File: src/rtl/spi_bus_arbiter.sv
// spi_bus_arbiter: request/grant sharing of the SPI pins between flash engine (0) and codec configurator (1), with a guard gap between owners; SPI_ARB_TIMEOUT_EN adds a MAX_HOLD revoke.
module spi_bus_arbiter #(
  parameter int unsigned GUARD_CYCLES = 4,
  parameter logic        SCK_IDLE     = 1'b0,
  parameter int unsigned MAX_HOLD     = 65535
) (
  input  logic clk,
  input  logic reset,
  input  logic req0,
  input  logic req1,
  output logic gnt0,
  output logic gnt1,
  input  logic rq0_sck,
  input  logic rq0_mosi,
  input  logic rq0_csn,
  input  logic rq1_sck,
  input  logic rq1_mosi,
  input  logic rq1_csn,
  output logic spi_sck,
  output logic spi_mosi,
  output logic flash_csn,
  output logic codec_csn,
  output logic busy,
  output logic timeout
);
  typedef enum logic [1:0] {IDLE, OWN0, OWN1, GUARD} state_t;
  state_t state_q, state_d, arb;
  logic last_q, last_d;
  logic [7:0] cnt_q, cnt_d;
  logic gnt0_q, gnt0_d, gnt1_q, gnt1_d;
  logic sck_q, sck_d, mosi_q, mosi_d;
  logic fcs_q, fcs_d, ccs_q, ccs_d;
  logic busy_q, busy_d;
  logic el0, el1, rel, to, drop, stay0, stay1;
`ifdef SPI_ARB_TIMEOUT_EN
  logic [15:0] hold_q, hold_d;
  logic [1:0] arm_q, arm_d;
  logic timeout_q, timeout_d;
`endif
  always_comb begin
`ifdef SPI_ARB_TIMEOUT_EN
    el0 = req0 & arm_q[0];
    el1 = req1 & arm_q[1];
    to = ((state_q == OWN0) & req0 | (state_q == OWN1) & req1) & (hold_q == 16'(MAX_HOLD - 1));
`else
    el0 = req0;
    el1 = req1;
    to = 1'b0;
`endif
    rel = (state_q == OWN0) & ~req0 | (state_q == OWN1) & ~req1;
    drop = rel | to;
    arb = (el0 & el1) ? (last_q ? OWN0 : OWN1) : el1 ? OWN1 : el0 ? OWN0 : IDLE;
    state_d = (state_q == IDLE || (state_q == GUARD && cnt_q == 8'd0)) ? arb :
              (state_q == GUARD) ? GUARD :
              drop ? ((GUARD_CYCLES == 0) ? IDLE : GUARD) : state_q;
    cnt_d = (state_q == GUARD) ? cnt_q - 8'd1 : 8'(GUARD_CYCLES - 1);
    last_d = drop ? (state_q == OWN1) : last_q;
    stay0 = (state_q == OWN0) && (state_d == OWN0);
    stay1 = (state_q == OWN1) && (state_d == OWN1);
    sck_d = stay0 ? rq0_sck : stay1 ? rq1_sck : SCK_IDLE;
    mosi_d = stay0 ? rq0_mosi : stay1 ? rq1_mosi : 1'b0;
    fcs_d = stay0 ? rq0_csn : 1'b1;
    ccs_d = stay1 ? rq1_csn : 1'b1;
    gnt0_d = (state_d == OWN0);
    gnt1_d = (state_d == OWN1);
    busy_d = (state_d != IDLE);
`ifdef SPI_ARB_TIMEOUT_EN
    hold_d = (stay0 | stay1) ? hold_q + 16'd1 : 16'd0;
    arm_d[0] = ~req0 | (arm_q[0] & ~(to & (state_q == OWN0)));
    arm_d[1] = ~req1 | (arm_q[1] & ~(to & (state_q == OWN1)));
    timeout_d = to;
`endif
  end
  always_ff @(posedge clk) begin
    if (reset) begin
      state_q <= IDLE;
      last_q <= 1'b0;
      cnt_q <= 8'd0;
      gnt0_q <= 1'b0;
      gnt1_q <= 1'b0;
      sck_q <= SCK_IDLE;
      mosi_q <= 1'b0;
      fcs_q <= 1'b1;
      ccs_q <= 1'b1;
      busy_q <= 1'b0;
`ifdef SPI_ARB_TIMEOUT_EN
      hold_q <= 16'd0;
      arm_q <= 2'b11;
      timeout_q <= 1'b0;
`endif
    end else begin
      state_q <= state_d;
      last_q <= last_d;
      cnt_q <= cnt_d;
      gnt0_q <= gnt0_d;
      gnt1_q <= gnt1_d;
      sck_q <= sck_d;
      mosi_q <= mosi_d;
      fcs_q <= fcs_d;
      ccs_q <= ccs_d;
      busy_q <= busy_d;
`ifdef SPI_ARB_TIMEOUT_EN
      hold_q <= hold_d;
      arm_q <= arm_d;
      timeout_q <= timeout_d;
`endif
    end
  end
  assign gnt0 = gnt0_q;
  assign gnt1 = gnt1_q;
  assign spi_sck = sck_q;
  assign spi_mosi = mosi_q;
  assign flash_csn = fcs_q;
  assign codec_csn = ccs_q;
  assign busy = busy_q;
`ifdef SPI_ARB_TIMEOUT_EN
  assign timeout = timeout_q;
`else
  assign timeout = 1'b0;
`endif
endmodule

File: config.mk
export PLATFORM = sky130hd
export DESIGN_NAME = spi_bus_arbiter
export DESIGN_NICKNAME = d
export VERILOG_FILES = /design/src/rtl/spi_bus_arbiter.sv
export SDC_FILE = /design/constraint.sdc
export NUM_CORES = 1
export LEC_CHECK = 0
export ABC_AREA = 1
export ABC_CLOCK_PERIOD_IN_PS = 1000
export CORE_MARGIN = 5
export CORE_UTILIZATION = 42
export CTS_CLUSTER_DIAMETER = 150
export DETAILED_ROUTE_END_ITERATION = 8
export PLACE_DENSITY = 0.72
export REMOVE_ABC_BUFFERS = 1
export SYNTH_ARGS = -nofsm -noshare
export SYNTH_HDL_FRONTEND = slang
export SYNTH_SLANG_ARGS = --single-unit
export TNS_END_PERCENT = 100
File: constraint.sdc
create_clock -name clk -period 1 [get_ports clk]
set_input_delay 0.1 -clock clk [delete_from_list [all_inputs] [get_ports clk]]
set_output_delay 0.1 -clock clk [all_outputs]
set_load 0.1 [all_outputs]
* After elaboration in Yosys (flattened, before gate mapping)
Index checks and enable logic that the tools add are counted.
Word-level totals: register bits after elaboration 18, output and inout port bits 8, word-level logic and storage cells 48
Cells by class: add/subtract/negate cells 1, eq/ne operators 5, muxes and demuxes 12, bitwise operators 9, reduce and logical (&&, ||, !) cells 10
Operators with widths (count):
- $mux 2 | 7
- $logic_not 8->1 | 1
- $sub 8x1->8 const B | 1
- $eq 2x2->1 const B | 3
- $reduce_or 2->1 | 3
- $mux 1 | 5
- $not 1->1 | 5
- $eq 2x1->1 const B | 2
- $and 1x1->1 | 3
- $logic_and 1x1->1 | 3
- $logic_not 2->1 | 1
- $reduce_bool 2->1 | 1
- $logic_or 1x1->1 | 1
- $or 1x1->1 | 1

* Longest topological paths before layout
Gate-level depths: netlist of run 1.
depth after elaboration 10, depth in mapped cells 10

* Least setup slack after synthesis of run 1
Ideal clock, no wire load.
path kind register to register, start register cnt_q[0], end register busy_q, in the netlist busy, library setup time 0.115 ns, arrival time 0.999 ns, required time 0.885 ns, path slack -0.114 ns, stages on the path, launching flop included 10, period minus slack after synthesis 1.114 ns, path through dfxtp_1 > inv_1 > ha_1 > nand2_1 > nor2_2 > nand2_2 > nand2_2 > nand2_1 > nand3_1 > nand2_1
Between the ends: word-level cells in the longest chain between the ends 5
RTL lines:
- start, declared | line 29 | logic [7:0] cnt_q, cnt_d;
- start signal, assigned | line 94 | cnt_q <= cnt_d;
- $logic_not 8->1 | line 53 | state_d = (state_q == IDLE || (state_q == GUARD && cnt_q == 8'd0)) ? arb :
- $logic_and 1x1->1 | line 53
- $logic_or 1x1->1 | line 53
- $mux 2 | line 53
- $reduce_bool 2->1 | line 66 | busy_d = (state_d != IDLE);
- end signal, assigned | line 101 | busy_q <= busy_d;
- end, declared | line 33 | logic busy_q, busy_d;
No other way between the ends. A chain may end at the register's enable or synchronous reset.

* Worst setup path in the final report of run 1
Same ends and word-level chain as after synthesis.

==> impl_metrics.prom, run 1 <==
# TYPE chip_impl_metric gauge
chip_impl_info{name="status",value="finished, violations left"} 1
chip_impl_info{name="violations_in_the_final_reports",value="setup timing"} 1
chip_impl_info{name="crit_top_cell",value="sky130_fd_sc_hd__nand2_2"} 1
chip_impl_info{name="rsz_0062_raised_after_global_routing",value="true"} 1
chip_impl_metric{name="worst-endpoint-arrival",unit="ps"} 1340
chip_impl_info{name="timing.hold.worst.start",value="rq1_mosi"} 1
chip_impl_metric{name="required_time_at_the_worst_slack_endpoint",unit="ps"} 1200
chip_impl_metric{name="finalWeightedCongestion",unit=""} 0.754
chip_impl_metric{name="total_leakage_power",unit="nW"} 0.573
chip_impl_metric{name="grt_antenna_before_repair",unit=""} 0
chip_impl_metric{name="drc",unit=""} 0
chip_impl_metric{name="timing.fmax",unit="GHz"} 0.870
chip_impl_metric{name="nFillCells",unit=""} 142
chip_impl_metric{name="clock_skew",unit="ps"} 6.52
chip_impl_metric{name="syn_to_final_growth",unit="%"} 62.4
chip_impl_metric{name="hpwl",unit="mm"} 1.31
chip_impl_metric{name="maximum_number_of_pins_on_one_net_before_global_route_repair",unit=""} 11
chip_impl_metric{name="setup_violations",unit=""} 8
chip_impl_metric{name="die_extent_in_x",unit="µm"} 52.9
chip_impl_metric{name="cts.clk_slew.worst_paths",unit="ps"} 110
chip_impl_metric{name="layout.nets",unit=""} 153
chip_impl_metric{name="critical-path-max-stage-delay",unit="ps"} 350
chip_impl_metric{name="first_iter_violations",unit=""} 7
chip_impl_metric{name="period_minus_slack",unit="ps"} 1150
chip_impl_metric{name="crit_fanout",unit=""} 3
chip_impl_metric{name="dr.pass1.iters",unit=""} 4
chip_impl_info{name="timing.critical_path.to_type",value="flip-flop"} 1
chip_impl_metric{name="p_switching",unit="W"} 0.000555
chip_impl_metric{name="syn_area_per_cell",unit="µm²"} 7.45
chip_impl_info{name="cp-start-kind",value="flip-flop"} 1
chip_impl_metric{name="cts_buffer_depth",unit=""} 2
chip_impl_metric{name="areal_power_density_over_the_cells",unit="nW/µm²"} 1380
chip_impl_metric{name="ir_worst_vdd",unit="µV"} 1040
chip_impl_metric{name="totalWireLength",unit="mm"} 1.72
chip_impl_metric{name="diodes",unit=""} 0
chip_impl_metric{name="clock_latency_reported_for_the_late_side_of_the_worst_skew_pair",unit="ps"} 290
chip_impl_metric{name="finalSetupTns",unit="ps"} -989
chip_impl_metric{name="syn_area",unit="µm²"} 774
chip_impl_metric{name="finish.utilization",unit="%"} 72.0
chip_impl_metric{name="globalRouteTotalUtil",unit="%"} 14.1
chip_impl_metric{name="cts_hold_repair.buffers",unit=""} 0
chip_impl_metric{name="route.detailed.wl_per_inst",unit="µm"} 10.4
chip_impl_metric{name="detailroute.via_count",unit=""} 725
chip_impl_metric{name="die_h",unit="µm"} 52.9
chip_impl_metric{name="sequential_group_share_of_total_power",unit="%"} 45.8
chip_impl_metric{name="buffer_ports.inserted",unit=""} 16
chip_impl_metric{name="antenna_left",unit=""} 0
chip_impl_metric{name="synth-seq-cells",unit=""} 18
chip_impl_metric{name="number_of_maximum_capacitance_constraint_violations",unit=""} 0
chip_impl_metric{name="post_route_cells_drive_above_1_share",unit="%"} 44.3
chip_impl_metric{name="hold_viol",unit=""} 0
chip_impl_metric{name="power.internal",unit="W"} 0.00118
chip_impl_metric{name="placedCellCount",unit=""} 159
chip_impl_metric{name="synth_warnings",unit=""} 0
chip_impl_metric{name="area_enclosed_by_the_die_boundary",unit="µm²"} 2800
chip_impl_info{name="hold_path_end",value="spi_mosi"} 1
chip_impl_metric{name="post_synth_inst_count",unit=""} 104
chip_impl_info{name="clock_tree.root_cell",value="sky130_fd_sc_hd__clkbuf_4"} 1
chip_impl_metric{name="seq_area",unit="µm²"} 368
chip_impl_info{name="holdCritPathClass",value="input port to flip-flop"} 1
chip_impl_metric{name="timing.reg2reg.worst_path_depth",unit=""} 9
chip_impl_metric{name="final_min_period_over_clock_period",unit="%"} 115
chip_impl_metric{name="hold_path_stages",unit=""} 3
chip_impl_metric{name="worstPathBufferInverterCount",unit=""} 1
chip_impl_info{name="cp_top_family",value="simple AND/OR/NAND/NOR gates"} 1
chip_impl_metric{name="share_of_power_burned_in_the_clock_network",unit="%"} 25.6
chip_impl_metric{name="vias_in_the_first_global_route",unit=""} 698
chip_impl_metric{name="synth_sequential_area_ratio",unit="%"} 46.5
chip_impl_metric{name="combinational_power_share",unit="%"} 28.6
chip_impl_info{name="clock_tree_from_tritoncts",value="built"} 1
chip_impl_metric{name="boundaryPins",unit=""} 18
chip_impl_metric{name="number_of_distinct_library_cells_after_synthesis",unit=""} 18
chip_impl_metric{name="grt_overflow_total",unit=""} 0
chip_impl_info{name="reg2reg_from",value="cnt_q[0]"} 1
chip_impl_metric{name="power_switching_share",unit="%"} 32.0
chip_impl_metric{name="start_util",unit="%"} 44.4
chip_impl_metric{name="rows",unit=""} 15
chip_impl_metric{name="clock_tree.htree_level_count",unit=""} 1
chip_impl_info{name="regToRegEndpoint",value="busy"} 1
chip_impl_metric{name="vias_per_cell",unit=""} 4.39
chip_impl_metric{name="stdcell_count",unit=""} 165
chip_impl_info{name="worst_path_class_setup",value="flip-flop to flip-flop"} 1
chip_impl_metric{name="area_taken_by_multi_input_logic_gates",unit="µm²"} 388
chip_impl_info{name="cell_chain_of_the_critical_path",value="inv_4 -> ha_4 -> nand2_2 -> nor2_2 -> nand2_2 -> nand2_2 -> nand2_2 -> nand3_2 -> nand2_1"} 1
chip_impl_metric{name="max_slew_vio_count",unit=""} 0
chip_impl_metric{name="setup_ws",unit="ps"} -149
chip_impl_metric{name="cts_inserted_buffers",unit=""} 3
chip_impl_metric{name="clk_sink_count",unit=""} 18
chip_impl_metric{name="core_area",unit="µm²"} 1750
chip_impl_info{name="critPathSlowestCell",value="sky130_fd_sc_hd__dfxtp_2"} 1
chip_impl_metric{name="register_to_register_setup_slack",unit="ps"} -150
chip_impl_metric{name="grt_first_pass_wirelength",unit="mm"} 2.84
timing repair:
action,4_1_cts,5_1_grt
buffers inserted,1,1
pin swaps,2,1
endpoints found under the setup margin,13,16
gates resized for setup,19,12
cloned,0,0
metrics by stage:
step / cell area [µm²] / worst slack (ps) / power, W / hold slack, ps
after floorplan: 767 / -114 / 0.00107 / 169
after global placement: 1140 / -214 / 0.00125 / 467
after detailed placement: 1140 / -234 / 0.00126 / 474
after CTS: 1220 / -139 / 0.00172 / 366
after global routing: 1260 / -243 / 0.00183 / 371
final: 1260 / -149 / 0.00174 / 365
tightest hold or removal path: cells and delay by family:
kind | cells | cell delay (ps)
compound gates | 1 | 60
buf+inv | 1 | 390
simple gates | 1 | 60
power groups by stage:
stage / Combinational (W) / Clock, W / Sequential (W)
after global routing: 0.000530 / 0.000495 / 0.000800
after floorplan: 0.000138 / 0 / 0.000928
final: 0.000497 / 0.000445 / 0.000794
after detailed placement: 0.000461 / 0 / 0.000802
after CTS: 0.000482 / 0.000449 / 0.000792
after global placement: 0.000454 / 0 / 0.000800
layout by cell type, fill, tap and decap left out:
cell | synthesis | layout
sky130_fd_sc_hd__buf_4 | 1 | 17
sky130_fd_sc_hd__nand2_1 | 20 | 16
sky130_fd_sc_hd__inv_1 | 18 | 12
sky130_fd_sc_hd__dfxtp_1 | 18 | 12
sky130_fd_sc_hd__nand2_2 | 5 | 9
sky130_fd_sc_hd__clkdlybuf4s50_1 | 0 | 9
sky130_fd_sc_hd__buf_12 | 0 | 7
sky130_fd_sc_hd__nor2_1 | 9 | 6
sky130_fd_sc_hd__a21oi_1 | 6 | 6
sky130_fd_sc_hd__dfxtp_2 | 0 | 6
sky130_fd_sc_hd__inv_2 | 1 | 5
sky130_fd_sc_hd__nand3_1 | 7 | 5
sky130_fd_sc_hd__nor2_2 | 3 | 4
sky130_fd_sc_hd__o21ai_0 | 7 | 4
sky130_fd_sc_hd__nor2_4 | 1 | 3
sky130_fd_sc_hd__o21ai_1 | 0 | 3
sky130_fd_sc_hd__clkbuf_4 | 0 | 3
sky130_fd_sc_hd__inv_4 | 0 | 2
sky130_fd_sc_hd__nand3_2 | 0 | 2
sky130_fd_sc_hd__nand3b_1 | 1 | 1
sky130_fd_sc_hd__or2_4 | 0 | 1
sky130_fd_sc_hd__xor2_1 | 1 | 1
sky130_fd_sc_hd__o31ai_1 | 1 | 1
sky130_fd_sc_hd__or2_2 | 2 | 1
sky130_fd_sc_hd__ha_4 | 0 | 1
sky130_fd_sc_hd__ha_1 | 2 | 1
sky130_fd_sc_hd__conb_1 | 1 | 1
sky130_fd_sc_hd__clkbuf_8 | 0 | 1
state kept, by name, summed over array words and instances (netlist names):
signal	flops
last_q	1
cnt_q	8
spi_sck	1
spi_mosi	1
gnt0	1
state_q	2
codec_csn	1
gnt1	1
busy	1
flash_csn	1
synth_stat cells, drive strengths merged:
cell	instances	area share, %
or2	2	1.6
ha	2	3.2
dfxtp	18	47
nand3	7	4.5
nor2	13	8.2
inv	19	9.2
o21ai	7	4.5
nand2	25	14
xor2	1	1.1
nand3b	1	0.97
buf	1	0.97
o31ai	1	0.97
a21oi	6	3.9
conb	1	0.48
layout make-up:
| class | count | share of cell area [%] |
|---|---|---|
| multi-input cells | 66 | 30.8 |
| clock buffers | 4 | 2.89 |
| flip-flops and latches | 18 | 29.3 |
| well taps | 25 | 2.49 |
| inverters | 19 | 6.07 |
| repair buffers | 33 | 28.5 |
worst max path at each step:
stage,start,end,slack [ps],depth (start not counted)
3_3_place_gp,req0,flash_csn,-210,5
5_1_grt,cnt_q[0],busy,-240,9
3_5_place_dp,cnt_q[0],busy,-230,9
4_1_cts,cnt_q[0],gnt0,-140,10
2_1_floorplan,cnt_q[0],busy,-110,9
6_report,cnt_q[0],busy,-150,9
per-layer routing:
| metal | wire (µm) | part of all wire (%) | GRT usage, % | vias to the layer above |
|---|---|---|---|---|
| met5 | 0 | 0 | 0 | - |
| met4 | 17 | 0.99 | 7.66 | 0 |
| met3 | 54 | 3.1 | 3.38 | 2 |
| met2 | 970 | 56 | 25.8 | 7 |
| met1 | 677 | 39 | 14.5 | 330 |
| li1 | - | - | - | 386 |
cells by family after synthesis:
kind of cell | Yosys count | share of synthesized area, %
adder cells (fa/ha/maj) | 2 | 3.23
buffers and inverters | 20 | 10.2
XOR/XNOR | 1 | 1.13
other | 1 | 0.484
AO/OA/AOI/OAI | 14 | 9.37
flip-flops | 18 | 46.5
AND/OR/NAND/NOR | 48 | 29.1
Note: power is estimated with default switching activity, not from simulation.
==> run 2: changes to the inputs <==
- HOLD_SLACK_MARGIN: unset -> 0.08
==> results of run 2 <==
No change in the layout: final DEF, timing and power equal those of run 1.
